[config.mk]
export PLATFORM = sky130hd
export DESIGN_NAME = permute_round_sequencer
export DESIGN_NICKNAME = d
export VERILOG_FILES = /design/src/rtl/permute_round_sequencer.sv
export SDC_FILE = /design/constraint.sdc
export NUM_CORES = 1
export LEC_CHECK = 0
export BUFFER_PORTS_ARGS = -buffer_cell sky130_fd_sc_hd__buf_2
export CORE_UTILIZATION = 49
export CTS_BUF_LIST = sky130_fd_sc_hd__clkbuf_4 sky130_fd_sc_hd__clkbuf_8
export CTS_CLUSTER_DIAMETER = 50
export DETAILED_ROUTE_END_ITERATION = 16
export HOLD_SLACK_MARGIN = 0.12
export PLACE_DENSITY = 0.84
export SLEW_MARGIN = 10
export SYNTH_ARGS = -nofsm -noshare
export SYNTH_HDL_FRONTEND = slang
export SYNTH_SLANG_ARGS = --single-unit
[constraint.sdc]
create_clock -name clk -period 1.54 [get_ports clk]
set_input_delay 0.154 -clock clk [delete_from_list [all_inputs] [get_ports clk]]
set_output_delay 0.154 -clock clk [all_outputs]
set_load 0.03 [all_outputs]
[src/rtl/permute_round_sequencer.sv]
// ---------------------------------------------------------------------------
// permute_round_sequencer
//
// Control-only sequencer for the Keccak-f permutation. For each of NUM_ROUNDS
// rounds it issues the five step units in order (theta, rho, pi, chi, iota),
// waits for each unit's done, and strobes write-back of that unit's result
// into the external state register. The round index feeds the iota round
// constant lookup.
//
// Optional feature (macro PERMUTE_STEP_TIMEOUT_EN):
//   A per-step watchdog. If a unit does not answer within TIMEOUT_CYCLES
//   cycles of WAIT, the sequencer parks in ERROR with error held high until
//   start (rerun) or abort (back to idle). Without the macro, error is tied
//   low and WAIT waits indefinitely.
//
// Ports:
//   clk        in   rising-edge clock
//   rst        in   asynchronous active-low reset
//   start      in   request a permutation (honoured in IDLE or ERROR only)
//   abort      in   synchronous cancel, returns to IDLE, highest priority
//   step_done  in   [4:0] per-unit done: 0 theta,1 rho,2 pi,3 chi,4 iota
//   step_start out  [4:0] one-hot single-cycle start to the active unit
//   step_sel   out  [2:0] write-back mux select, 0..4 = theta..iota
//   load_state out  capture external data_in into the state register
//   wb_en      out  write the selected unit's result (same cycle as done)
//   round_idx  out  [RND_W-1:0] current round
//   busy       out  high in LOAD, ISSUE and WAIT
//   done       out  one-cycle completion pulse
//   error      out  step watchdog fired (0 without the macro)
// ---------------------------------------------------------------------------
module permute_round_sequencer #(
  parameter int NUM_ROUNDS     = 24,
  parameter int RND_W          = 5,
  parameter int TIMEOUT_CYCLES = 255
) (
  input  logic             clk,
  input  logic             rst,
  input  logic             start,
  input  logic             abort,
  input  logic [4:0]       step_done,
  output logic [4:0]       step_start,
  output logic [2:0]       step_sel,
  output logic             load_state,
  output logic             wb_en,
  output logic [RND_W-1:0] round_idx,
  output logic             busy,
  output logic             done,
  output logic             error
);

  typedef enum logic [2:0] {
    S_IDLE,
    S_LOAD,
    S_ISSUE,
    S_WAIT,
    S_FIN,
    S_ERROR
  } state_t;

  localparam logic [RND_W-1:0] LAST_ROUND = RND_W'(NUM_ROUNDS - 1);
  localparam logic [2:0]       PTR_IOTA   = 3'd4;

  if (NUM_ROUNDS < 1 || (1 << RND_W) < NUM_ROUNDS || TIMEOUT_CYCLES < 1) begin : g_param_check
    $error("permute_round_sequencer: invalid NUM_ROUNDS/RND_W/TIMEOUT_CYCLES");
  end

  state_t     state;
  logic [2:0] ptr;

`ifdef PERMUTE_STEP_TIMEOUT_EN
  localparam int TO_W = $clog2(TIMEOUT_CYCLES + 1);
  localparam logic [TO_W-1:0] TO_LAST = TO_W'(TIMEOUT_CYCLES - 1);
  logic [TO_W-1:0] wait_cnt;
`else
  assign error = 1'b0;
`endif

  function automatic logic [4:0] onehot(input logic [2:0] p);
    logic [4:0] v;
    v = 5'b00001 << p;
    return v;
  endfunction

  // Only the active unit's done is honoured, and only while waiting on it;
  // abort suppresses the write-back in the cycle it is seen.
  assign wb_en = (state == S_WAIT) && step_done[ptr] && !abort;

  always_ff @(posedge clk or negedge rst) begin
    if (!rst) begin
      state      <= S_IDLE;
      ptr        <= 3'd0;
      step_start <= 5'd0;
      step_sel   <= 3'd0;
      load_state <= 1'b0;
      round_idx  <= '0;
      busy       <= 1'b0;
      done       <= 1'b0;
`ifdef PERMUTE_STEP_TIMEOUT_EN
      wait_cnt   <= '0;
      error      <= 1'b0;
`endif
    end else begin
      // Strobes default low; each is raised for exactly one cycle below.
      step_start <= 5'd0;
      load_state <= 1'b0;
      done       <= 1'b0;

      if (abort) begin
        state     <= S_IDLE;
        ptr       <= 3'd0;
        step_sel  <= 3'd0;
        round_idx <= '0;
        busy      <= 1'b0;
`ifdef PERMUTE_STEP_TIMEOUT_EN
        error     <= 1'b0;
`endif
      end else begin
        case (state)
          S_IDLE: begin
            if (start) begin
              state      <= S_LOAD;
              load_state <= 1'b1;
              busy       <= 1'b1;
            end
          end

          S_LOAD: begin
            state      <= S_ISSUE;
            ptr        <= 3'd0;
            step_sel   <= 3'd0;
            step_start <= onehot(3'd0);
          end

          S_ISSUE: begin
            state <= S_WAIT;
`ifdef PERMUTE_STEP_TIMEOUT_EN
            wait_cnt <= '0;
`endif
          end

          S_WAIT: begin
            if (step_done[ptr]) begin
              if (ptr != PTR_IOTA) begin
                state      <= S_ISSUE;
                ptr        <= 3'(ptr + 3'd1);
                step_sel   <= 3'(ptr + 3'd1);
                step_start <= onehot(3'(ptr + 3'd1));
              end else if (round_idx != LAST_ROUND) begin
                state      <= S_ISSUE;
                round_idx  <= RND_W'(round_idx + 1'b1);
                ptr        <= 3'd0;
                step_sel   <= 3'd0;
                step_start <= onehot(3'd0);
              end else begin
                state    <= S_FIN;
                ptr      <= 3'd0;
                step_sel <= 3'd0;
                busy     <= 1'b0;
                done     <= 1'b1;
              end
            end
`ifdef PERMUTE_STEP_TIMEOUT_EN
            else if (wait_cnt == TO_LAST) begin
              state     <= S_ERROR;
              ptr       <= 3'd0;
              step_sel  <= 3'd0;
              round_idx <= '0;
              busy      <= 1'b0;
              error     <= 1'b1;
            end else begin
              wait_cnt <= TO_W'(wait_cnt + 1'b1);
            end
`endif
          end

          // Round index stays visible through the completion pulse.
          S_FIN: begin
            state     <= S_IDLE;
            round_idx <= '0;
          end

`ifdef PERMUTE_STEP_TIMEOUT_EN
          S_ERROR: begin
            if (start) begin
              state      <= S_LOAD;
              load_state <= 1'b1;
              busy       <= 1'b1;
              error      <= 1'b0;
            end
          end
`endif

          default: begin
            state     <= S_IDLE;
            ptr       <= 3'd0;
            step_sel  <= 3'd0;
            round_idx <= '0;
            busy      <= 1'b0;
          end
        endcase
      end
    end
  end

endmodule

## Word-level counts from Yosys, hierarchy flattened

Index checks and enable logic that the tools add are counted.

| word-level totals | value |
|---|---|
| input port bits | 9 |
| bits in writable memories | 0 |
| output and inout port bits | 18 |
| flip-flop bits (word level) | 19 |
| memories kept | 0 |
| bits in latches | 0 |
| word-level logic and storage cells | 72 |
| memory bits (read-only) | 0 |

| cells by class | value |
|---|---|
| $lt $le $gt $ge | 1 |
| reduce and logical (&&, ||, !) cells | 11 |
| bitwise gates (word level) | 0 |
| $add $sub $neg | 2 |
| div/mod/pow operators | 0 |
| multiply operators | 0 |
| shift operators | 1 |
| multiplexer cells | 36 |
| equality and inequality tests | 14 |

Operator list:

| operator | count |
|---|---|
| 5-bit 2-to-1 mux | 7 |
| 3-bit 2-to-1 mux | 8 |
| 5-bit case mux with 2 select lines | 2 |
| 1-bit 2-to-1 mux | 15 |
| 3-bit inequality test, second input constant | 4 |
| 3-bit case mux with 4 select lines | 1 |
| 3-bit OR reduction | 3 |
| 3-bit by 2-bit equality test with 1-bit output, second input constant | 2 |
| 2-bit by 1-bit inequality test with 1-bit output, second input constant | 3 |
| 3-bit by 2-bit inequality test with 1-bit output, second input constant | 2 |
| 3-bit case mux with 2 select lines | 1 |
| 5-bit by 1-bit adder with 5-bit output, second input constant | 1 |
| 5-bit inequality test, second input constant | 1 |
| 5-bit AND reduction | 1 |
| 1-bit by 3-bit left shift with 5-bit output, first input constant | 1 |
| 3-bit by 4-bit less-than comparator with 1-bit output, second input constant | 1 |
| 2-bit AND reduction | 2 |
| 4-bit AND reduction | 1 |
| 3-bit by 1-bit adder with 3-bit output, second input constant | 1 |
| 1-bit binary-select mux with 3-bit select | 1 |
| 3-bit by 1-bit equality test with 1-bit output, second input constant | 1 |
| 3-bit equality test, second input constant | 1 |
| 3-bit logical NOT | 1 |
| 1-bit case mux with 3 select lines | 1 |
| other kinds (2) | 3 |

## Depth between registers and ports, before layout

Gate-level depths: netlist of the first run.

| depth | value |
|---|---|
| depth in word-level cells | 6 |
| mapped depth | 7 |
| mapped depth without buffers | 7 |

## Worst setup path after synthesis of the first run

Ideal clock, no wire load.

| timing path | value |
|---|---|
| kind | register to register |
| from | register ptr[2] |
| to | register round_idx[2] |
| stages on the path, launching flop included | 6 |
| required time | 1.430 ns |
| clock period less this slack | 1.925 ns |
| arrival time | 1.815 ns |
| setup slack | -0.385 ns |
| path buffers | 1 |
| setup time | 0.110 ns |
| cell sequence | dfrtp_1 buf_2 nand4_1 a21oi_2 inv_1 o41ai_1 |

| between the ends | value |
|---|---|
| cells in the longest elaborated chain, start to end | 4 |
| elaborated cells on any way between the ends | 6 |
| classes of those cells | eq/ne: 3; mux: 2; reduce/logical: 1 |

Ends and longest elaborated chain:

| what | RTL line | source |
|---|---|---|
| start, declared | 68 | `logic [2:0] ptr;` |
| start signal, assigned | 145 | `ptr <= 3'(ptr + 3'd1);` |
| 1-bit binary-select mux with 3-bit select | 142 | `if (step_done[ptr]) begin` |
| 1-bit 2-to-1 mux (implied by the code) | 142 |  |
| 3-bit by 2-bit inequality test with 1-bit output (no source line) | -- |  |
| 4-bit AND reduction (no source line) (*) | -- |  |
| end signal, assigned | 150 | `round_idx <= RND_W'(round_idx + 1'b1);` |
| end, declared | 45 | `output logic [RND_W-1:0] round_idx,` |

Mark *: on every way between the ends. The rest lies on a longest branch, timed or not. The select of a mux whose other input is x is not followed.
A chain may end at the register's enable or synchronous reset.

## Worst setup path in the final report of the first run

| timing path | value |
|---|---|
| from | register ptr[1] |
| to | output wb_en |

| between the ends | value |
|---|---|
| cells in the longest elaborated chain, start to end | 4 |

Ends and longest elaborated chain:

| what | RTL line | source |
|---|---|---|
| 1-bit binary-select mux with 3-bit select | 86 | `assign wb_en = (state == S_WAIT) && step_done[ptr] && !abort;` |
| 1-bit 2-to-1 mux (implied by the code) | 86 |  |
| 1-bit logical AND (2 in series) | 86 |  |
| end, declared | 44 | `output logic wb_en,` |

Every way passes these cells. The select of a mux whose other input is x is not followed.

==> reports/results.ini, run 1 <==
[status]
outcome = finished with violations
violations = negative setup slack

[pwr]
power_uw = 990
ir_drop_v = 0.000521
p_leak_uw = 0.000801
p_per_area_nw_per_um2 = 613

[die]
fp.dieH_um = 48.5
die_x_um = 48.5
rows = 16
fp.dieArea_sq_um = 2350
ioPinCount = 27
core_sq_um = 2000
start_util_pct = 52.9

[worst_hold_path]
holdCritPathClass = in -> reg

[setup_path]
crit_arrival_ns = 1.68
r2r_slack_ns = -0.26
path_class = reg -> out
cp-end-kind = output port
start_kind = register
cp.required_ns = 1.39
crit_fanout = 5

[placed_design]
place_hpwl_um = 1990
port_buffers = 25
gp_congestion = 0.911
dp_cells = 184

[clock_network]
cts_tree = yes
cts-buffers-inserted = 3
clk_pin_slew_ns = 0.12
clock_latency_ns = 0.31
cts_num_sinks = 19
cts_max_path_buffers = 2
h-tree-depth = 1
cts_root_buf = clkbuf_4

[synthesis]
yosysWarnings = 0
synth_edf_count = 0
synth_nets = 124
yosysTopAreaCellShare_pct = 44.9
synth-async-reset-ratio_pct = 100
synthesis.area_sq_um = 1060
ys_seq_area_share_pct = 44.9
synth.most_common_cell = dfrtp_1
postSynthCellCount = 109
synth_top_area_cell = dfrtp_1
avgSynthCellArea_sq_um = 9.72
synth-seq-cells = 19
yosysUniqueCellTypes = 37
dominantRegCellSynth = dfrtp_1
synth_common_cells = dfrtp_1, o21ai_0, nor2_1
synth_area_leaders = dfrtp_1, ha_1, o21ai_0

[route]
via_per_inst = 5.83
num_vias = 1142
drc = 0
ant_nets = 0
wl_per_cell_um = 17.3
drtIter0Drc = 42
routed_wl_um = 3390
first_pass_iters = 4

[timing]
slew_viol_final = 0
clock-skew-final_ns = 0.000919
rsz0062_at_grt = yes
fin_ws_ns = -0.296
period_minus_slack_ns = 1.84
finalHoldViolCount = 0
finalSetupViolCount = 18
fin_setup_tns_ns = -2.49
fmax_ghz = 0.545
timing.final.crit_share_pct = 119
holdWs_ns = 0.279

[flow_run]
cap_violations = 0

[global_route]
grt_pass1_wl_um = 5010
grt_util_all_layers_pct = 28.5
grt.overflow.total = 0
grt_max_degree = 20
antenna_found_initial = 0
grt_pass1_vias = 1050

[cells_and_area]
drive_above_1_share_pct = 52.7
n_antenna_cell = 0
areaGrowthSynthToFinish_pct = 52.5
fin_cells = 196
final_core_util_pct = 80.8
final_nets = 185

## registers in the layout, summed over array words and instances (netlist names)
signal	count
round_idx	5
state	3
step_start	5
ptr	3
load_state	1
busy	1
done	1
## timing repair
| action | CTS | global route |
|---|---|---|
| gates cloned | 0 | 0 |
| hold endpoints to repair | 20 | 0 |
| setup endpoints to repair | 10 | 18 |
| pin swaps | 6 | 3 |
| resized for setup | 12 | 9 |
| hold buffers | 2 | 0 |
| setup buffers | 4 | 2 |
## layer usage
layer  wire length, um  share of wire [%]  vias up  track usage [%]
met3               243                7.2       17             5.35
li1                  -                  -      516                -
met2              1620                 48       76             48.8
met5                 0                  0        -                0
met1              1400                 41      533             35.3
met4               116                3.4        0             11.8
## logic make-up (layout without fill, tap and decap cells)
logic type	after synthesis	count (layout)	share of synthesized area, %
flip-flops	19	19	44.9
XOR/XNOR	1	1	0.827
AND/OR/NAND/NOR	39	39	20.5
adder cells (fa/ha/maj)	6	6	7.08
other	1	1	0.354
multiplexers	4	4	4.01
AO/OA/AOI/OAI	28	28	17.6
buffers and inverters	11	71	4.72
## final cells by class
class / count / area [sq um]
clock buffers: 3 / 22.5
flip-flops and latches: 19 / 482
clock inverters: 1 / 7.51
fillers: 117 / 385
well taps: 27 / 33.8
inverters: 6 / 22.5
multi-input cells: 79 / 626
repair buffers: 61 / 423
## worst paths after layout
path,start,end,cells past startpoint
worst max-delay path,ptr[1]$_DFFE_PN0P_,wb_en,5
worst min-delay path,abort,round_idx[1]$_DFFE_PN0P_,4
worst max register to register,ptr[1]$_DFFE_PN0P_,round_idx[2]$_DFFE_PN0P_,7
worst min register to register,round_idx[4]$_DFFE_PN0P_,round_idx[4]$_DFFE_PN0P_,1
max in group asynchronous,rst,ptr[2]$_DFFE_PN0P_,2
min in group asynchronous,rst,state[0]$_DFFE_PN0P_,2
## critical path, stage by stage, from the launching register on
cell,delay [ns]
dfrtp_2,0.48
mux2_4,0.32
a22oi_2,0.19
buf_4,0.17
a21oi_4,0.07
buf_6,0.14
## report_power, final
part / switching (uW) / leakage (uW) / internal [uW]
combinational: 111 / 0.000534 / 83.5
clock: 173 / 0.0000139 / 99.0
sequential: 10.5 / 0.000253 / 513
## placed cells by master, fill, tap and decap left out, drive strengths merged, types with 2 or more instances in the layout
| cell type | instances |
|---|---|
| clkbuf | 3 |
| dfrtp | 19 |
| mux2i | 2 |
| nand4 | 2 |
| dlygate4sd3 | 2 |
| nor2 | 9 |
| and2 | 2 |
| and3 | 5 |
| buf | 59 |
| nand2 | 4 |
| inv | 6 |
| nand3 | 6 |
| o31ai | 3 |
| a211oi | 3 |
| o21bai | 2 |
| mux2 | 2 |
| nor2b | 2 |
| ha | 6 |
| o21ai | 11 |
| nor3 | 5 |
| a21oi | 3 |
## metrics by stage
step,worst slack (ns),instance area [sq um]
after floorplan,-0.154,1100
after global placement,-0.0575,1450
after detailed placement,-0.197,1450
after CTS,-0.239,1560
after global routing,-0.364,1620
final,-0.296,1620
(Power assumes the default switching activity.)
==> run 2, diff against run 1 <==
- ABC_CLOCK_PERIOD_IN_PS: default -> 1540
- CORE_ASPECT_RATIO: default -> 2
- CORE_UTILIZATION: 49 -> 25
- PLACE_DENSITY: 0.84 -> 0.51
==> run 2 against run 1 <==
Against the previous run:
- the flow still finishes with violations (negative setup slack)
- via count fell by 9.1%
- combinational power fell by 9%
- core utilization fell by 40 points
- first-iteration DRC count fell by 62%
- count of clock-buffer cells in the layout did not move
- non-clock buffer count rose by 1
- clock power rose by 29%
- critical path depth did not move
- sequential power barely moved
- fmax rose by 3.1%
- register-to-register slack improved by 0.04 ns
- critical endpoint unchanged
- largest power group unchanged
==> reports/results.ini, run 2 (synthesized netlist as in run 1, its figures left out) <==
[cells_and_area]
n_antenna_cell = 0  ; unchanged
final_nets = 186  ; +0.54%
drive_above_1_share_pct = 54.7  ; +2.0 points
reg_top3 = round_idx x5, step_start x5
fin_cells = 222  ; +13%
layout_commonest_cell = buf_4
final_core_util_pct = 40.7  ; -40 points
final_cell_mix = buf_4, buf_2, dfrtp_1, nor2_1
areaGrowthSynthToFinish_pct = 57.1
fillers = 399  ; +240%

[route]
via_per_inst = 4.68  ; -20%
wl_per_cell_um = 13.0  ; -25%
ant_nets = 0  ; unchanged
drc = 0  ; unchanged
routed_wl_um = 2880  ; -15%
first_pass_iters = 4  ; unchanged
drtIter0Drc = 16  ; -62%
num_vias = 1038  ; -9.1%

[timing]
timing.final.crit_share_pct = 116  ; -3.6 points
fmax_ghz = 0.561  ; +3.1%
slew_viol_final = 0  ; unchanged
rsz0062_at_grt = yes
finalSetupViolCount = 17  ; -1
fin_ws_ns = -0.241  ; +0.0549 ns
period_minus_slack_ns = 1.78  ; -0.0549 ns
finalHoldViolCount = 0  ; unchanged
fin_setup_tns_ns = -2.50  ; -0.0104 ns
clock-skew-final_ns = 0.00469  ; +0.00377 ns

[setup_path]
crit_arrival_ns = 1.63  ; -0.05 ns
cpMaxStageDelayCell = dfrtp_2
slowest_delay_ns = 0.45  ; -0.03 ns
reg2reg_depth = 6  ; -1
cp.required_ns = 1.39  ; about the same
start_kind = register
path_class = reg -> out
crit_fanout = 5  ; unchanged
crit_chain = mux2_4, a22oi_2, buf_4, a21oi_4, buf_6
cp-end-kind = output port

[die]
fp.dieH_um = 94.1  ; +94%
fp.dieArea_sq_um = 4520  ; +92%
start_util_pct = 25.9  ; -27 points
die_x_um = 48.0  ; -0.96%
ioPinCount = 27  ; unchanged
rows = 33  ; +17
core_sq_um = 4090  ; +100%

[pwr]
ir_drop_v = 0.000299  ; -43%
p_per_area_nw_per_um2 = 632  ; +3.2%
p_leak_uw = 0.000841  ; +5.0%

[global_route]
grt_max_degree = 20  ; unchanged
grt.overflow.total = 0  ; unchanged
grt_pass1_vias = 1054  ; +0.38%
grt_util_all_layers_pct = 14.0  ; -15 points
antenna_found_initial = 0  ; unchanged
grt_pass1_wl_um = 4600  ; -8.3%

[clock_network]
cts-buffers-inserted = 3  ; unchanged
cts_num_sinks = 19  ; unchanged
cts_max_path_buffers = 2  ; unchanged
h-tree-depth = 1  ; unchanged
cts_tree = yes
cts_root_buf = clkbuf_8
clk_pin_slew_ns = 0.08  ; -0.04 ns
clock_latency_ns = 0.25  ; -0.06 ns

[placed_design]
place_hpwl_um = 2230  ; +12%
gp_congestion = 0.812  ; -11%
dp_cells = 211  ; +15%
port_buffers = 25  ; unchanged

[status]
violations = negative setup slack
outcome = finished with violations

[worst_hold_path]
holdCritPathClass = in -> reg
whs_path_depth = 3  ; -1

[flow_run]
cap_violations = 0  ; unchanged

-- run 2: routing by layer --
metal | GRT usage [%] | part of all wire [%] | vias up
li1 | - | - | 515
met1 | 15.4 | 36 | 505
met2 | 25.8 | 61 | 16
met3 | 1.15 | 1.7 | 2
met4 | 4.63 | 0.73 | 0
met5 | 0 | 0 | -
-- run 2: final timing paths --
kind                                          start                        to  slack [ns]
min reg2reg                round_idx[4]$_DFFE_PN0P_  round_idx[4]$_DFFE_PN0P_        0.50
min                                           start      load_state$_DFF_PN0_        0.18
max reg2reg                      ptr[1]$_DFFE_PN0P_  round_idx[4]$_DFFE_PN0P_       -0.22
max in group asynchronous                       rst  round_idx[1]$_DFFE_PN0P_        0.83
min in group asynchronous                       rst   step_start[2]$_DFF_PN0_        0.37
max                              ptr[1]$_DFFE_PN0P_                     wb_en       -0.24
-- run 2: cell type report --
cell class	instances	area (sq um)	share of cell area (%)
clock buffer	3	41.3	2.48
clock inverter	1	5.00	0.301
inverter	6	30.0	1.80
multi-input combinational	79	612	36.7
sequential	19	482	28.9
tap	52	65.1	3.91
timing repair buffer	62	430	25.8
-- run 2: timing repair --
action                                  in CTS  in global routing
setup buffers                                4                  2
endpoints found under the setup margin      15                 19
hold buffers                                 1                  0
gates cloned                                 0                  0
pin swaps                                    5                  5
hold endpoints to repair                    19                  0
resized for setup                           10                 18
-- run 2: worst max-delay path: cells and delay by family, from the launching register on --
family | cells | cell delay [ns]
muxes | 1 | 0.31
AOI/OAI and AO/OA | 2 | 0.30
DFF | 1 | 0.45
buffers and inverters | 2 | 0.32
-- run 2: power by group --
group	internal, uW	total (uW)	switching [uW]
combinational	80.1	177	96.9
clock	180	350	170
sequential	513	526	12.2
-- run 2: per-stage QoR --
| step | hold slack [ns] | setup slack, ns | instance area [sq um] | total power, uW |
|---|---|---|---|---|
| after CTS | 0.175 | -0.250 | 1600 | 1060 |
| final | 0.177 | -0.241 | 1670 | 1050 |
| after global placement | 0.125 | -0.148 | 1480 | 693 |
| after floorplan | -0.142 | -0.154 | 1100 | 630 |
| after detailed placement | 0.133 | -0.172 | 1480 | 696 |
| after global routing | 0.192 | -0.300 | 1670 | 1110 |
==> run 3, diff against run 2 <==
- ABC_CLOCK_PERIOD_IN_PS: 1540 -> 1500
- clock period: 1.54 -> 1.5 ns (I/O delays scaled with it)
==> run 3 against run 2 <==
Against the previous run:
- the run still ends with negative setup slack left
- combinational power about the same
- total power up 5.1%
- non-clock buffer count up 2
==> reports/results.ini, run 3 (synthesized netlist as in run 1, its figures left out) <==
[flow_run]
cap_violations = 0  ; unchanged

[placed_design]
port_buffers = 25  ; unchanged
gp_congestion = 0.792  ; -2.5%
dpl_cell_area_sq_um = 1510  ; +2.0%
place_hpwl_um = 2420  ; +8.5%
dp_cells = 215  ; +1.9%

[route]
via_per_inst = 4.82  ; +3.0%
num_vias = 1079  ; +3.9%
first_pass_iters = 4  ; unchanged
ant_nets = 0  ; unchanged
drtIter0Drc = 8  ; -8
routed_wl_um = 3110  ; +8.1%
wl_per_cell_um = 13.9  ; +7.1%
drc = 0  ; unchanged

[global_route]
grt_util_all_layers_pct = 15.0  ; +0.96 points
grt_max_degree = 20  ; unchanged
grt_pass1_wl_um = 4790  ; +4.2%
grt_pass1_vias = 1081  ; +2.6%
antenna_found_initial = 0  ; unchanged
grt.overflow.total = 0  ; unchanged

[pwr]
combPwrFrac_pct = 16.1  ; -0.7 points
p_sw_uw = 295  ; +5.6%
p_per_area_nw_per_um2 = 644  ; +1.9%
ir_drop_v = 0.000488  ; +63%
seqPwrFrac_pct = 48.6  ; -1.3 points
swShare_pct = 26.7  ; +0.12 points
clock_power_share_pct = 35.4  ; +2.2 points
internal_power_uw = 812  ; +5.0%
p_leak_uw = 0.000825  ; -2.0%

[clock_network]
cts-buffers-inserted = 3  ; unchanged
clock_latency_ns = 0.26  ; about the same
cts_num_sinks = 19  ; unchanged
cts_tree = yes
cts_max_path_buffers = 2  ; unchanged
cts_root_buf = clkbuf_8
h-tree-depth = 1  ; unchanged
clk_pin_slew_ns = 0.08  ; about the same

[setup_path]
crit_fanout = 7  ; +2
path_class = reg -> reg
crit_arrival_ns = 1.88  ; +0.25 ns
reg2reg_depth = 6  ; unchanged
start_kind = register
r2r_start = ptr[1]$_DFFE_PN0P_
cp-end-kind = register
r2r_end = busy$_DFFE_PN0P_
cp.required_ns = 1.65  ; +0.26 ns
r2r_slack_ns = -0.24  ; -0.02 ns

[worst_hold_path]
holdCritPathClass = in -> reg
hold_start = start
whs_path_depth = 3  ; unchanged
hold_path_end = load_state$_DFF_PN0_

[cells_and_area]
drive_above_1_share_pct = 57.6  ; +2.9 points
final_core_util_pct = 42.0  ; +1.3 points
reg_top3 = round_idx x5, step_start x5
n_antenna_cell = 0  ; unchanged
layout_commonest_cell = buf_4
fin_cells = 224  ; +0.90%
areaGrowthSynthToFinish_pct = 62.1
finalInstanceArea_sq_um = 1720  ; +3.2%
final_nets = 188  ; +1.1%
final_cell_mix = buf_4, buf_2, dfrtp_1, nor2_1, nand3_1

[die]
fp.dieH_um = 94.1  ; unchanged
rows = 33  ; unchanged
die_x_um = 48.0  ; unchanged
fp.dieArea_sq_um = 4520  ; unchanged
start_util_pct = 25.9  ; unchanged
core_sq_um = 4090  ; unchanged
ioPinCount = 27  ; unchanged

[timing]
finalSetupViolCount = 19  ; +2
finalHoldViolCount = 0  ; unchanged
period_minus_slack_ns = 1.74
rsz0062_at_grt = yes
slew_viol_final = 0  ; unchanged
fmax_ghz = 0.576
clock-skew-final_ns = 0.00295  ; -0.00174 ns
timing.final.crit_share_pct = 116
fin_ws_ns = -0.235  ; +0.00616 ns

[status]
violations = negative setup slack
outcome = finished with violations

[run 3: cell types whose count changed in the layout (fill, tap and decap cells not counted), sizes merged]
cell | before | now
clkinv | 1 | 0
clkbuf | 3 | 4
buf | 61 | 63
[run 3: worst max-delay path by stage]
stage / start / endpoint / slack (ns) / cells after the start
5_1_grt: ptr[1]$_DFFE_PN0P_ / busy$_DFFE_PN0P_ / -0.28 / 6
3_3_place_gp: ptr[1]$_DFFE_PN0P_ / round_idx[4]$_DFFE_PN0P_ / -0.20 / 5
6_report: ptr[1]$_DFFE_PN0P_ / busy$_DFFE_PN0P_ / -0.24 / 6
4_1_cts: ptr[1]$_DFFE_PN0P_ / round_idx[1]$_DFFE_PN0P_ / -0.23 / 6
3_5_place_dp: ptr[1]$_DFFE_PN0P_ / round_idx[1]$_DFFE_PN0P_ / -0.23 / 6
2_1_floorplan: ptr[1]$_DFFE_PN0P_ / ptr[1]$_DFFE_PN0P_ / -0.19 / 6
[run 3: power groups by stage]
stage / Combinational [uW] / Clock [uW] / Sequential, uW
after CTS: 175 / 403 / 537
after detailed placement: 169 / 0 / 547
after global routing: 192 / 426 / 540
after global placement: 167 / 0 / 548
final: 178 / 391 / 537
after floorplan: 84.0 / 0 / 563
[run 3: metal layers]
layer | vias up | GRT usage, % | wire length, um
li1 | 519 | - | -
met1 | 522 | 13.3 | 1060
met5 | - | 0 | 0
met3 | 8 | 3.27 | 68
met4 | 0 | 6.94 | 80
met2 | 30 | 28.4 | 1900
[run 3: through the flow]
stage	hold WS (ns)	setup slack, ns	power [uW]	TNS, ns
floorplan	-0.146	-0.194	647	-1.74
global placement	0.129	-0.201	714	-1.29
detailed placement	0.135	-0.235	716	-2.07
CTS	0.164	-0.229	1110	-2.55
global route	0.167	-0.280	1160	-3.31
finish	0.160	-0.235	1110	-2.07
[run 3: critical path, stage by stage, from the launching register on]
cell and delay, ns:
dfrtp_2 0.44, mux2_4 0.31, a22oi_2 0.26, and3_4 0.32, buf_12 0.12, a211oi_2 0.03
a2bb2oi_1 0.14
[run 3: final cells by class]
type | count | area (sq um)
Fill cell | 405 | 2370
Multi-Input combinational cell | 79 | 643
Sequential cell | 19 | 482
Timing Repair Buffer | 64 | 454
Tap cell | 52 | 65.1
Clock buffer | 4 | 48.8
Inverter | 6 | 25.0
[run 3: repair_timing]
item	CTS	global route
gates resized for setup	8	22
hold buffers	1	0
setup endpoints to repair	19	19
pin swaps	5	9
gates cloned	0	0
hold endpoints to repair	19	0
buffers inserted	4	1
